<file path="src/rtl/gate_unit_pipe.sv">
// gate_unit_pipe: pipelined, stallable bitwise gate unit.
//
// Each accepted transaction applies one of eight bitwise gate functions to
// WIDTH-bit operands a and b. The result and its zero flag are computed at
// the input and carried through a STAGES-deep pipeline. The pipeline uses
// valid/ready handshakes on both sides, and any bubble inside it is filled
// even while the output is stalled.
//
// Optional feature (macro GATE_UNIT_STATS_EN):
//   txn_count   - saturating count of output transfers.
//   stall_count - saturating count of cycles with out_valid=1 and out_ready=0.
//
// Ports:
//   clk, rst     - rising-edge clock; synchronous active-high reset
//   in_valid     - input transaction present
//   in_ready     - unit accepts input this cycle (combinational from out_ready)
//   in_op        - gate select: 0 NOT, 1 AND, 2 OR, 3 XOR, 4 NAND, 5 NOR,
//                  6 XNOR, 7 BUF
//   in_a, in_b   - operands (in_b is ignored for NOT and BUF)
//   out_valid    - result present
//   out_ready    - sink accepts result this cycle
//   out_y        - result
//   out_zero     - out_y is all zeros
//   out_op       - opcode that produced out_y
//   txn_count    - (GATE_UNIT_STATS_EN only) output transfer count
//   stall_count  - (GATE_UNIT_STATS_EN only) output stall cycle count

module gate_unit_pipe #(
  parameter int unsigned WIDTH  = 8,
  parameter int unsigned STAGES = 2
) (
  input  logic             clk,
  input  logic             rst,
  input  logic             in_valid,
  output logic             in_ready,
  input  logic [2:0]       in_op,
  input  logic [WIDTH-1:0] in_a,
  input  logic [WIDTH-1:0] in_b,
  output logic             out_valid,
  input  logic             out_ready,
  output logic [WIDTH-1:0] out_y,
  output logic             out_zero,
  output logic [2:0]       out_op
`ifdef GATE_UNIT_STATS_EN
  ,
  output logic [15:0]      txn_count,
  output logic [15:0]      stall_count
`endif
);

  localparam int unsigned LAST    = STAGES - 1;
  localparam int unsigned CNT_W   = 16;

  localparam logic [2:0] OP_NOT  = 3'd0;
  localparam logic [2:0] OP_AND  = 3'd1;
  localparam logic [2:0] OP_OR   = 3'd2;
  localparam logic [2:0] OP_XOR  = 3'd3;
  localparam logic [2:0] OP_NAND = 3'd4;
  localparam logic [2:0] OP_NOR  = 3'd5;
  localparam logic [2:0] OP_XNOR = 3'd6;
  localparam logic [2:0] OP_BUF  = 3'd7;

  // Payload carried by every stage alongside its valid bit.
  typedef struct packed {
    logic [WIDTH-1:0] y;
    logic             zero;
    logic [2:0]       op;
  } payload_t;

  logic [STAGES-1:0] valid_q;
  payload_t          data_q [STAGES];
  logic [STAGES-1:0] adv_c;
  logic [WIDTH-1:0]  gate_y_c;
  payload_t          in_payload_c;

  // Gate function, evaluated at the input.
  always_comb begin
    gate_y_c = '0;
    unique case (in_op)
      OP_NOT:  gate_y_c = ~in_a;
      OP_AND:  gate_y_c = in_a & in_b;
      OP_OR:   gate_y_c = in_a | in_b;
      OP_XOR:  gate_y_c = in_a ^ in_b;
      OP_NAND: gate_y_c = ~(in_a & in_b);
      OP_NOR:  gate_y_c = ~(in_a | in_b);
      OP_XNOR: gate_y_c = ~(in_a ^ in_b);
      OP_BUF:  gate_y_c = in_a;
      default: gate_y_c = '0;
    endcase
  end

  always_comb begin
    in_payload_c      = '0;
    in_payload_c.y    = gate_y_c;
    in_payload_c.zero = (gate_y_c == '0);
    in_payload_c.op   = in_op;
  end

  // Stage i may load when any stage from i to the output is empty, or when
  // the sink takes the last stage. This is the unrolled form of
  // adv[i] = !valid[i] || adv[i+1], written without a self-referencing chain.
  always_comb begin
    logic acc;
    adv_c = '0;
    acc   = 1'b0;
    for (int unsigned i = 0; i < STAGES; i++) begin
      acc = out_ready;
      for (int unsigned j = i; j < STAGES; j++) begin
        acc = acc | ~valid_q[j];
      end
      adv_c[i] = acc;
    end
  end

  assign in_ready = adv_c[0];

  // Pipeline registers. Payload only loads with a valid entry, so data holds
  // steady when bubbles move through.
  always_ff @(posedge clk) begin
    if (rst) begin
      valid_q <= '0;
      for (int unsigned i = 0; i < STAGES; i++) begin
        data_q[i] <= '0;
      end
    end else begin
      if (adv_c[0]) begin
        valid_q[0] <= in_valid;
        if (in_valid) begin
          data_q[0] <= in_payload_c;
        end
      end
      for (int unsigned i = 1; i < STAGES; i++) begin
        if (adv_c[i]) begin
          valid_q[i] <= valid_q[i-1];
          if (valid_q[i-1]) begin
            data_q[i] <= data_q[i-1];
          end
        end
      end
    end
  end

  assign out_valid = valid_q[LAST];
  assign out_y     = data_q[LAST].y;
  assign out_zero  = data_q[LAST].zero;
  assign out_op    = data_q[LAST].op;

`ifdef GATE_UNIT_STATS_EN
  logic xfer_c;
  logic stall_c;

  assign xfer_c  = out_valid & out_ready;
  assign stall_c = out_valid & ~out_ready;

  // Saturating transfer and stall counters.
  always_ff @(posedge clk) begin
    if (rst) begin
      txn_count   <= '0;
      stall_count <= '0;
    end else begin
      if (xfer_c && (txn_count != '1)) begin
        txn_count <= txn_count + CNT_W'(1);
      end
      if (stall_c && (stall_count != '1)) begin
        stall_count <= stall_count + CNT_W'(1);
      end
    end
  end
`endif

endmodule

</file>
<file path="config.mk">
export PLATFORM = sky130hd
export DESIGN_NAME = gate_unit_pipe
export DESIGN_NICKNAME = d
export VERILOG_FILES = /design/src/rtl/gate_unit_pipe.sv
export SDC_FILE = /design/constraint.sdc
export NUM_CORES = 1
export LEC_CHECK = 0
export ABC_AREA = 1
export ABC_CLOCK_PERIOD_IN_PS = 1990
export CORE_ASPECT_RATIO = 0.9
export CORE_MARGIN = 4
export CORE_UTILIZATION = 45
export DETAILED_ROUTE_END_ITERATION = 8
export DONT_BUFFER_PORTS = 1
export GPL_TIMING_DRIVEN = 1
export REMOVE_ABC_BUFFERS = 1
export SLEW_MARGIN = 5
export SYNTH_ARGS = -nofsm -noshare
export SYNTH_HDL_FRONTEND = slang
export SYNTH_SLANG_ARGS = --single-unit
</file>
<file path="constraint.sdc">
create_clock -name clk -period 1.99 [get_ports clk]
set_clock_uncertainty 0.2 [all_clocks]
set_input_delay 0.398 -clock clk [delete_from_list [all_inputs] [get_ports clk]]
set_output_delay 0.398 -clock clk [all_outputs]
set_load 0.02 [all_outputs]
</file>
## After elaboration in Yosys (flattened, before gate mapping)

Memory sizes are Yosys's and may differ from the RTL's.
Cells that the tools add are included.

| word-level totals | value |
|---|---|
| memories | 1 |
| flip-flop bits (word level) | 2 |
| output and inout port bits | 14 |
| memory bits (writable) | 24 |
| bits of input ports | 23 |
| logic and storage cells | 39 |

Memory list:

| name | depth | bits a word | rd ports | clocked after memory_dff | write ports | RTL line | source |
|---|---|---|---|---|---|---|---|
| data_q | 2 | 12 | 2 | 0 | 2 | 71 | `payload_t data_q [STAGES];` |

| cells by class | value |
|---|---|
| reduce and logical (&&, ||, !) cells | 2 |
| bitwise logic cells | 14 |
| muxes and demuxes | 13 |
| eq/ne operators | 7 |

Operators with widths:

| kind | count |
|---|---|
| $pmux 8 s8 | 1 |
| $not 8->8 | 4 |
| $mux 12 | 2 |
| $eq 3x3->1 const B | 4 |
| $mux 1 | 10 |
| $and 8x8->8 | 1 |
| $logic_not 8->1 | 1 |
| $or 8x8->8 | 1 |
| $xor 8x8->8 | 1 |
| $eq 3x2->1 const B | 2 |
| $or 1x1->1 | 5 |
| $eq 3x1->1 const B | 1 |
| $logic_not 3->1 | 1 |
| $not 1->1 | 2 |

## Logic depth before layout (Yosys ltp)

| depth | value |
|---|---|
| depth in word-level cells | 7 |
| depth in mapped cells | 11 |
| depth with buffers taken out | 10 |

## Least setup slack after synthesis

OpenSTA, ideal clock, no wires.

| path | value |
|---|---|
| kind | register to register |
| start point | register valid_q[1] |
| end point | memory data_q[0][4] (netlist name), data pin |
| data required time | 1.524 ns |
| library setup time | 0.266 ns |
| arrival | 1.402 ns |
| slack | 0.122 ns |
| stages on the path, launching flop included | 7 |
| period minus slack after synthesis | 1.868 ns |
| cell sequence | dfxtp_1 nand3_1 nand2_1 nand2_1 nand2_1 clkbuf_1 nor2_1 |

RTL lines:

| element | RTL line | source |
|---|---|---|
| start: declaration | 70 | `logic [STAGES-1:0] valid_q;` |
| start signal: indexed assignment | 134 | `valid_q[i] <= valid_q[i-1];` |
| end: declaration | 71 |  |

==> results.json <==
{
  "pwr-share-comb": 0.158,
  "fin_crit_sh": 0.827,
  "fin_tns_setup_ps": 0,
  "dieHeight_um": 71.1,
  "whs_ps": 134,
  "min_delay_path_depth": 2,
  "hold_end": "valid_q[0]",
  "start_util": 0.476,
  "synthAdderAreaFrac": 0.100,
  "grt_max_degree": 32,
  "synth_xor_area_frac": 0,
  "critPathLaunchType": "input pin",
  "min_from": "in_valid",
  "ios": 37,
  "grt_pass1_vias": 1416,
  "p_leak_uw": 0.000996,
  "overflow": 0,
  "drc": 0,
  "grt.total_usage": 0.134,
  "yosys_most_used_dff": "edfxtp_1",
  "die_area_um2": 5560,
  "synth.distinct_cells": 21,
  "grt_util_met2": 0.217,
  "synthesis.area_um2": 1990,
  "cp_max_fo": 16,
  "maxSlewHeadroom": 0.669,
  "synth_cells": 269,
  "cp_cell_sequence": "nor2_1, nand2_1, o21ai_0, nor2_1, nand2_1, nand2_1, nand3_1, nor2_1",
  "cp_data_required_time_ps": 1810,
  "rr_worst_depth": 6,
  "drt.antenna.violating_nets": 0,
  "finalCriticalPeriod_ps": 1650,
  "vias": 1579,
  "diodes": 0,
  "yosysWarnings": 0,
  "use_met1": 0.184,
  "cp-end-kind": "register",
  "fillers": 424,
  "cts.sinks": 26,
  "setup_viol": 0,
  "crit_type": "input pin to register",
  "finalMaxSlewViolations": 0,
  "gr-max-usage-layer": "met2",
  "synthSimpleGateAreaFrac": 0.313,
  "grt_pass1_wl_um": 6200,
  "drv_cap": 0,
  "tightestPinTransition_ps": 495,
  "drtIter0Drc": 87,
  "areaGrowthSynthToFinish_pct": 2.83,
  "crit_arrival_ps": 1470,
  "p_switching_uw": 310,
  "power.share.switching": 0.238,
  "regArea_um2": 761,
  "fin_util": 0.490,
  "antenna_found_initial": 0,
  "numCtsBuffers": 3,
  "avgRoutedWirePerCell_um": 11.4,
  "path_clk_slew_ps": 80,
  "crit_buf_inv": 0,
  "seq_power_share": 0.525,
  "synth.area.mux_share": 0,
  "irDropWorstVdd_v": 0.000250,
  "max_freq_ghz": 0.608,
  "portBuffers": 0,
  "p_int_uw": 990,
  "place_hpwl_um": 2840,
  "clock_latency_ps": 260,
  "r2r_slack_ps": 410,
  "finalHoldViolCount": 0,
  "run_status": "complete, no violations",
  "design_power_total_uw": 1300,
  "cts-root-buf": "clkbuf_8",
  "rsz0062_at_grt": "false",
  "synth_edf_count": 24,
  "totalWireLength_um": 3620,
  "vias_per_cell": 4.97,
  "synth_top_family_by_area": "simple AND/OR/NAND/NOR gates",
  "synth.largest_area_cell": "edfxtp_1",
  "place.gp.congestion": 0.903,
  "critical_path.top_delay_family": "simple AND/OR/NAND/NOR gates",
  "slowest_stage": "nor2_1",
  "met3_usage": 0.0165,
  "ys_seq_area_frac": 0.382,
  "min_path_type": "input pin to register",
  "htree_levels": 1,
  "drive_above_1_share": 0.0465,
  "ys_top_cells_by_area": "edfxtp_1 36%, ha_1 10%, nand2_1 9.4%",
  "async_flop_share": 0,
  "cts_tree": "done",
  "row_count": 22,
  "firstDrtPassIters": 4,
  "die_x_um": 78.2,
  "critPathMaxStageDelay_ps": 390,
  "r2r_start": "valid_q[1]",
  "coreArea_um2": 4180,
  "synth_most_common_cell": "nand2_1",
  "clockBufferDepth": 2,
  "multi_input_area_um2": 918,
  "finalNetCount": 298,
  "yosys-top-cells-count": "50 x nand2_1, 46 x inv_1, 46 x nor2_1, 27 x nand3_1, 24 x edfxtp_1",
  "synth-compound-area-share": 0.0477,
  "powerDensity_nw_per_um2": 634,
  "worstReg2RegEnd": "data_q[0][16]",
  "yosysTopAreaCellShare": 0.362,
  "synth_seq_cells": 26,
  "postSynthAreaPerCell_um2": 7.41,
  "pwr-share-clk": 0.317
}
==> sequential cells by signal (all words and copies together), names as in the netlist <==
| signal | cells |
|---|---|
| data_q | 24 |
| valid_q | 2 |
==> logic make-up (layout without fill, tap and decap cells) <==
group	Yosys count	after routing
AOI/OAI and AO/OA	17	17
adders and majority gates	16	16
buffers and inverters	68	57
DFF	26	26
and+or+nand+nor	142	142
==> worst register-to-register path, cell delays in order (launching register included) <==
cell,delay [ps]
dfxtp_1,350
nand3_1,100
nand2_1,110
nand2_1,60
nand2_1,230
buf_4,240
nor2_1,50
==> cells in the final DEF (no fill, tap or decap), types with 3 or more instances in the layout <==
| cell | n |
|---|---|
| nand3_1 | 27 |
| edfxtp_1 | 24 |
| nand3b_1 | 3 |
| a31oi_1 | 5 |
| ha_1 | 16 |
| inv_1 | 46 |
| nand4_1 | 14 |
| buf_4 | 5 |
| o21ai_0 | 8 |
| clkbuf_8 | 3 |
| nor2_1 | 46 |
| nand2_1 | 50 |
==> worst max path at each step <==
stage	slack (ps)	end	from	cells past startpoint
after floorplan	-10	data_q[0][3]	valid_q[1]	7
after global placement	80	data_q[0][3]	in_op[1]	8
after detailed placement	100	data_q[0][3]	in_op[1]	8
after CTS	390	data_q[0][3]	in_op[1]	8
after global routing	240	data_q[0][3]	in_op[1]	8
final	340	data_q[0][3]	in_op[1]	8
==> power groups by stage <==
stage	clock, uW	combinational, uW	sequential [uW]
3_5_place_dp	0	202	696
2_1_floorplan	0	153	695
4_1_cts	424	205	684
6_report	412	205	683
5_1_grt	450	241	687
3_3_place_gp	0	204	696
==> through the flow <==
step / cells / area [um2] / worst slack (ps)
6_report: 318 / 2050 / 344
5_1_grt: 318 / 2050 / 244
4_1_cts: 318 / 2050 / 390
3_5_place_dp: 313 / 1970 / 101
3_3_place_gp: 313 / 1970 / 78.4
2_1_floorplan: 248 / 1860 / -11.2
==> area by class of cell <==
| type | count | area share |
|---|---|---|
| Multi-Input combinational cell | 175 | 0.448 |
| Sequential cell | 26 | 0.371 |
| Tap cell | 60 | 0.0366 |
| Timing Repair Buffer | 6 | 0.0232 |
| Clock inverter | 1 | 0.0147 |
| Inverter | 47 | 0.0861 |
| Clock buffer | 3 | 0.0201 |
==> timing repair <==
| action | CTS | global route |
|---|---|---|
| gates resized for setup | 0 | 0 |
| endpoints found under the hold margin | 2 | 0 |
| setup endpoints to repair | 0 | 0 |
| buffers inserted | 0 | 0 |
| hold buffers | 1 | 0 |
==> routing by layer <==
layer	share of wire	wire, um	vias to the layer above
li1	-	-	837
met1	0.45	1630	673
met2	0.47	1710	65
met3	0.063	229	4
met4	0.012	44	0
met5	0	0	-
No activity file was read; power rests on OpenSTA's default activity.
